## src/rtl/priors_load_sequencer.sv

```systemverilog
// Sequences seed load, per-row prior load and a timed inference window for one left-priors decoder.
// Latency: decoder pins are registered, one cycle behind the state that drives them; done follows the last inference cycle.
// Backpressure: prior_ready_o is high for the whole LOAD state; optional stochastic counters under PRIORS_SEQ_STOCH_COUNT_EN.
module priors_load_sequencer #(
    parameter  int Narray     = 2,
    parameter  int Nword_used = 3,
    parameter  int Ncnt       = 16,
    localparam int R          = 2**Narray,
    localparam int W          = 2**Nword_used
) (
    input  logic              clk_i,
    input  logic              rst_i,
    input  logic              start_i,
    input  logic              abort_i,
    input  logic              clear_i,
    input  logic              mode_log_i,
    input  logic [W-1:0]      seed_in_i,
    input  logic [Ncnt-1:0]   n_infer_i,
    input  logic [W-1:0]      prior_in_i,
    input  logic              prior_valid_i,
    output logic              prior_ready_o,
    output logic              busy_o,
    output logic              done_o,
    output logic              activ_priors_o,
    output logic              load_priors_o,
    output logic              load_seed_o,
    output logic [Narray-1:0] adr_full_row_o,
    output logic [W-1:0]      priors_o,
    output logic [W-1:0]      seed_o,
    output logic              stoch_log_o,
`ifdef PRIORS_SEQ_STOCH_COUNT_EN
    input  logic [R-1:0]      priors_stoch_in_i,
    output logic [R*Ncnt-1:0] stoch_count_o,
`endif
    output logic              inference_o
);

    typedef enum logic [2:0] {S_IDLE, S_SEED, S_LOAD, S_INFER, S_DONE} state_t;

    state_t            state_q, state_d;
    logic [Narray-1:0] row_q, row_d;
    logic [Ncnt-1:0]   cnt_q, cnt_d;
    logic [Ncnt-1:0]   n_infer_q, n_infer_d;
    logic              stoch_log_q, stoch_log_d;
    logic [W-1:0]      seed_q, seed_d;
    logic [W-1:0]      priors_q, priors_d;
    logic [Narray-1:0] adr_q, adr_d;
    logic              activ_q, activ_d;
    logic              load_priors_q, load_priors_d;
    logic              load_seed_q, load_seed_d;
    logic              inference_q, inference_d;
    logic              done_q, done_d;
    logic              hs;
    logic              last_row;

    assign prior_ready_o = (state_q == S_LOAD);
    assign hs            = prior_ready_o && prior_valid_i;
    assign last_row      = (row_q == Narray'(R-1));

    always_ff @(posedge clk_i) begin
        if (rst_i) begin
            state_q       <= S_IDLE;
            row_q         <= '0;
            cnt_q         <= '0;
            n_infer_q     <= '0;
            stoch_log_q   <= 1'b0;
            seed_q        <= '0;
            priors_q      <= '0;
            adr_q         <= '0;
            activ_q       <= 1'b0;
            load_priors_q <= 1'b0;
            load_seed_q   <= 1'b0;
            inference_q   <= 1'b0;
            done_q        <= 1'b0;
        end else begin
            state_q       <= state_d;
            row_q         <= row_d;
            cnt_q         <= cnt_d;
            n_infer_q     <= n_infer_d;
            stoch_log_q   <= stoch_log_d;
            seed_q        <= seed_d;
            priors_q      <= priors_d;
            adr_q         <= adr_d;
            activ_q       <= activ_d;
            load_priors_q <= load_priors_d;
            load_seed_q   <= load_seed_d;
            inference_q   <= inference_d;
            done_q        <= done_d;
        end
    end

    always_comb begin
        state_d = state_q;
        if (abort_i) begin
            state_d = S_IDLE;
        end else begin
            case (state_q)
                S_IDLE:  if (start_i) state_d = S_SEED;
                S_SEED:  state_d = S_LOAD;
                S_LOAD:  if (hs && last_row) state_d = (n_infer_q == '0) ? S_DONE : S_INFER;
                S_INFER: if (cnt_q <= Ncnt'(1)) state_d = S_DONE;
                S_DONE:  state_d = S_IDLE;
                default: state_d = S_IDLE;
            endcase
        end
    end

    // Strobes default low; data and config registers hold unless the state updates them.
    always_comb begin
        row_d         = row_q;
        cnt_d         = cnt_q;
        n_infer_d     = n_infer_q;
        stoch_log_d   = stoch_log_q;
        seed_d        = seed_q;
        priors_d      = priors_q;
        adr_d         = adr_q;
        activ_d       = activ_q;
        load_priors_d = 1'b0;
        load_seed_d   = 1'b0;
        inference_d   = 1'b0;
        done_d        = 1'b0;
        case (state_q)
            S_IDLE: begin
                if (start_i) begin
                    stoch_log_d = mode_log_i;
                    seed_d      = seed_in_i;
                    n_infer_d   = n_infer_i;
                end
                if (clear_i) activ_d = 1'b0;
            end
            S_SEED: begin
                activ_d     = 1'b1;
                load_seed_d = 1'b1;
                row_d       = '0;
            end
            S_LOAD: begin
                if (hs) begin
                    load_priors_d = 1'b1;
                    adr_d         = row_q;
                    priors_d      = prior_in_i;
                    row_d         = row_q + Narray'(1);
                    if (last_row) cnt_d = n_infer_q;
                end
            end
            S_INFER: begin
                inference_d = 1'b1;
                cnt_d       = cnt_q - Ncnt'(1);
            end
            S_DONE:  done_d = 1'b1;
            default: ;
        endcase
        if (abort_i) begin
            activ_d       = 1'b0;
            load_priors_d = 1'b0;
            load_seed_d   = 1'b0;
            inference_d   = 1'b0;
            done_d        = 1'b0;
            row_d         = '0;
        end
    end

    assign busy_o         = (state_q != S_IDLE);
    assign done_o         = done_q;
    assign activ_priors_o = activ_q;
    assign load_priors_o  = load_priors_q;
    assign load_seed_o    = load_seed_q;
    assign adr_full_row_o = adr_q;
    assign priors_o       = priors_q;
    assign seed_o         = seed_q;
    assign stoch_log_o    = stoch_log_q;
    assign inference_o    = inference_q;

`ifdef PRIORS_SEQ_STOCH_COUNT_EN
    logic [R*Ncnt-1:0] stoch_q, stoch_d;

    // Counts only cycles where the decoder actually sees inference on the stochastic path.
    always_comb begin
        stoch_d = stoch_q;
        if (state_q == S_IDLE && start_i && !abort_i) begin
            stoch_d = '0;
        end else if (inference_q && !stoch_log_q) begin
            for (int i = 0; i < R; i++) begin
                if (priors_stoch_in_i[i] && stoch_q[i*Ncnt +: Ncnt] != {Ncnt{1'b1}})
                    stoch_d[i*Ncnt +: Ncnt] = stoch_q[i*Ncnt +: Ncnt] + Ncnt'(1);
            end
        end
    end

    always_ff @(posedge clk_i) begin
        if (rst_i) stoch_q <= '0;
        else       stoch_q <= stoch_d;
    end

    assign stoch_count_o = stoch_q;
`endif

endmodule

```

## config.mk

```make
export PLATFORM = sky130hd
export DESIGN_NAME = priors_load_sequencer
export DESIGN_NICKNAME = d
export VERILOG_FILES = /design/src/rtl/priors_load_sequencer.sv
export SDC_FILE = /design/constraint.sdc
export NUM_CORES = 1
export LEC_CHECK = 0
export ABC_CLOCK_PERIOD_IN_PS = 5100
export CORE_MARGIN = 2
export CORE_UTILIZATION = 53
export CTS_CLUSTER_DIAMETER = 150
export CTS_CLUSTER_SIZE = 20
export DETAILED_ROUTE_END_ITERATION = 8
export PLACE_DENSITY = 0.85
export SETUP_SLACK_MARGIN = 0.5
export SLEW_MARGIN = 20
export SYNTH_ARGS = -nofsm -noshare
export SYNTH_HDL_FRONTEND = slang
export SYNTH_SLANG_ARGS = --single-unit
```

## constraint.sdc

```tcl
create_clock -name clk_i -period 5.1 [get_ports clk_i]
set_clock_uncertainty 0.05 [all_clocks]
set_input_delay 1.02 -clock clk_i [delete_from_list [all_inputs] [get_ports clk_i]]
set_output_delay 1.02 -clock clk_i [all_outputs]
set_load 0.01 [all_outputs]
```

After elaboration in Yosys (flattened, before gate mapping)
Index checks and enable logic that the tools add are counted.
- $add $sub $neg: 2
- $lt $le $gt $ge: 1
- equal/unequal tests: 11
- muxes and demuxes: 16
- bitwise logic cells: 1
- reduce and logical (&&, ||, !) cells: 16
- operators by type and width (operator ; number):
    $mux 16 ; 2
    $pmux 16 s2 ; 1
    $le 16x1->1 const B ; 1
    $logic_not 16->1 ; 1
    $sub 16x1->16 const B ; 1
    $mux 3 ; 4
    $pmux 3 s4 ; 1
    $reduce_and 2->1 ; 4
    $eq 3x2->1 const B ; 2
    $ne 2x1->1 const B ; 3
    $ne 2x2->1 const B ; 3
    $reduce_and 3->1 ; 2
    $reduce_bool 2->1 ; 3
    $mux 1 ; 5
    $pmux 2 s2 ; 1
    $eq 3x1->1 const B ; 1
    $eq 3x3->1 const B ; 1
    $logic_not 3->1 ; 1
    $reduce_bool 3->1 ; 1
    $reduce_or 3->1 ; 1
    $add 2x1->2 const B ; 1
    $eq 2x2->1 const B ; 1
    $logic_and 1x1->1 ; 2
    $mux 2 ; 1
    3 further kinds ; 3
- bits in registers: 61
- input bits: 39
- output and inout port bits: 26
- word-level logic and storage cells: 60

Depth between registers and ports, before layout
- depth after elaboration: 5
- mapped depth: 7
- gate-level depth less buffers: 6

Least setup slack after synthesis
OpenSTA, ideal clock, no wires.
- path type: input port to flip-flop
- from: input port prior_valid_i
- to: register cnt_q[13]
- library setup time: 0.134 ns
- data arrival time: 2.020 ns
- data required time: 4.916 ns
- path slack: 2.896 ns
- stages: 6
- path buffers: 2
- cell sequence: nor4bb_1 buf_2 nand2_1 clkbuf_1 a211oi_1 a211oi_1
- word-level cells in the longest chain between the ends: 3
- RTL lines (item ; RTL line ; text):
    start, declared ; 20 ; input logic prior_valid_i,
    $logic_and 1x1->1 ; 57 ; assign hs = prior_ready_o && prior_valid_i;
    $ne 2x1->1 (no source line) ; - ;
    $reduce_and 3->1 (no source line) ; - ;
    end signal, assigned ; 78 ; cnt_q <= cnt_d;
    end, declared ; 42 ; logic [Ncnt-1:0] cnt_q, cnt_d;
Every way passes these cells.
A chain may end at the register's enable or synchronous reset.

Worst setup path after layout
- from: input port prior_valid_i
- to: register cnt_q[15]
Same word-level chain as after synthesis.

==> metrics <==
PwrDens=324.0 nW/µm²; Slowest-stage cell, CP=clkdlybuf4s50_1; Hold Crit Class=flop to flop; DR vias=2581; average wire per standard cell=15.08 µm; drt total wl=6.861 mm; CP top delay family=buffers and inverters; count of final hold-check violations=0; Yosys reg bits=61; Post CTS Setup Buffer Count=0; min-delay src=priors_o[4]$_SDFFE_PP0P_; commonest non-fill, non-tap cell in the layout=nand2_1; register share of total power=45.0%; Ports=65; Switching Fraction=25.09%; Rows=25; hpwl dp=4.609 mm; worst slew pin tran=960.3 ps; Syn Nets=370; DIE WIDTH=75.15 µm; Syn Std Cell Area=2683 µm²; Max-slew headroom=35.98%; largest net degree at the start of global routing=54; Psw=288.6 µW; Syn Area/Cell=8.179 µm²; Main synth FF type=dfxtp_1; r2r worst-path depth=5; CTS Sinks=61; Post-synth EDFFs=0; Yosys warnings=0; routability cong.=0.8117; Achievable Freq=0.3420 GHz; startpoint class of the critical path=input pin; Pint=861.5 µW; worst endpoint data arrival time=3110 ps; period utilization=57.33%; WHS Endpoint=priors_o[4]$_SDFFE_PP0P_; CTS tree=done; largest cells by area after synthesis=dfxtp_1 (46%), nand2_1 (11%), a21oi_1 (9.7%); share of cells above drive strength 1=7.216%; Clk Latency, worst-skew pair=340 ps; vias in the first global route=2511; TritonRoute pass-1 iters=5; Worst-path clk slew=70 ps; Combinational Power Share=13.3%; most frequent cells in the layout=nand2_1 (77), clkdlybuf4s50_1 (63), dfxtp_1 (61), a21oi_1 (52), nor2_1 (16); Worst R2R End=cnt_q[15]$_SDFFE_PP0P_; pre-CTS setup slack=1894 ps; sequential share of the synthesized area=45.52%; Max-Cap Viols=0; grt ovf=0; vias per cell=5.673; LEAKAGE=0.001369 µW; Seq. cell area=1221 µm²; fill count=372; Initial Utilization=55.69%; H-tree lvl count=3; Worst Setup End Kind=flop; maximum clock insertion buffer count=2; NumNets Final=425; post-synth top area cell=dfxtp_1; status=completed; Slew Viols, Final=0; Synth cell types=51; FF-to-FF setup slack=2820 ps; dpl cells=439; Crit Path Max Fanout=17; die height=75.15 µm; post-synth top area share=45.52%; Root Buffer=clkbuf_8; DRC violations left=0; area of the multi-input gates=1359 µm²; ys async rst share=0%; origin of the critical flop-to-flop path=state_q[1]$_SDFFE_PP0P_; setup TNS=0 ps; RSZ-0062 raised after global routing=false; core box area=4817 µm²; CTS buffer count=9; Layout area overhead=32.32%; CP Data Required Time=5280 ps; Routed Antenna Nets=0; n_diodes=0; Final Critical Period=2924 ps; Setup-failing EPs final=0; Clock Power Share=41.7%; Max IR drop VDD=0.2111 mV; die area=5647 µm²; Worst path max stage delay=560 ps; Post-Layout Cell Count=455; Overall Global Routing Usage=26.38%; first-pass GRT wire length=11.42 mm; Mapped Cells=328; initial antenna violation count=0; initial drt markers=228; hold_buf cts=0; CP bufs+invs=2; worst hold path depth=2; Setup CP Type=input pin to flop; PortBufs=64; post-CTS sizing=0; Worst Slack Setup Final=2176 ps; Cell Chain, Critical Path=clkdlybuf4s50_1, nor4bb_2, buf_4, nand2_1, mux2_1, a22o_1
-- stage by stage --
stage	total power, µW	cell area (µm²)	hold WS (ps)	util, %
finish	1150	3550	409.3	73.69
global route	1195	3550	434.7	73.69
CTS	1156	3550	408.9	73.69
detailed placement	679.5	3326	398.7	69.04
global placement	674.7	3326	390.4	69.04
floorplan	611.0	2683	394.0	-
-- metal layers --
metal / global-route usage, % / part of all wire, % / up-vias
met4: 8.577 / 1.4 / 0
met5: 0 / 0 / -
met2: 42.50 / 49 / 91
li1: - / - / 1268
met1: 34.11 / 43 / 1213
met3: 7.898 / 6.4 / 9
-- tightest hold or removal path, delay by kind of cell (launching register included) --
kind             cells  cell delay (ps)
flip-flops           1              310
AO/OA/AOI/OAI        1               50
AND/OR/NAND/NOR      1               50
-- power by group through the flow --
stage | Sequential (µW) | Combinational, µW | Clock (µW)
floorplan | 523 | 88.0 | 0
global placement | 527 | 148 | 0
detailed placement | 528 | 152 | 0
CTS | 517 | 154 | 485
global route | 520 | 169 | 505
finish | 517 | 153 | 480
-- worst max-delay path by stage --
stage               depth (start not counted)  slack (ps)               startpoint                endpoint
floorplan                                   6        2900            prior_valid_i  cnt_q[13]$_SDFFE_PP0P_
global placement                            6        1960            prior_valid_i  cnt_q[15]$_SDFFE_PP0P_
detailed placement                          6        1890            prior_valid_i  cnt_q[15]$_SDFFE_PP0P_
CTS                                         3        2200  state_q[1]$_SDFFE_PP0P_           prior_ready_o
global route                                3        2110  state_q[1]$_SDFFE_PP0P_           prior_ready_o
finish                                      6        2180            prior_valid_i  cnt_q[15]$_SDFFE_PP0P_
-- area by class of cell --
cell class / count / share of cell area [%]
Multi-Input combinational cell: 241 / 38.28
Sequential cell: 61 / 34.40
Timing Repair Buffer: 65 / 18.12
Clock buffer: 10 / 3.877
Clock inverter: 6 / 2.432
Tap cell: 67 / 2.362
Inverter: 5 / 0.5287
-- cell families (layout without fill, tap and decap cells) --
logic type	after synthesis	after routing	share of synthesized area, %
buffers and inverters	26	86	4.057
and+or+nand+nor	145	145	27.29
muxes	1	1	0.4197
xor gates and xnor gates	5	5	1.632
AOI/OAI and AO/OA	87	87	19.68
adders and majority gates	3	3	1.399
DFF	61	61	45.52
-- synthesized netlist by cell type (4+ instances only) --
cell and count:
xor2_1 4, a211oi_1 8, clkbuf_1 12, nand3_1 9, and3_1 4, nor4_1 6
buf_2 9, inv_1 4, dfxtp_1 61, nand2_1 77, o21ai_1 4, nor2_1 16
a21oi_1 52, a2bb2oi_1 6, nand4_1 5
-- sequential cells by signal, indices dropped and copies added (netlist names) --
register and count:
cnt_q 16, n_infer_q 16, priors_o 8, seed_o 8, state_q 3, adr_full_row_o 2
row_q 2, activ_priors_o 1, done_o 1, inference_o 1, load_priors_o 1, load_seed_o 1
stoch_log_o 1
Note: power is estimated with default switching activity, not from simulation.
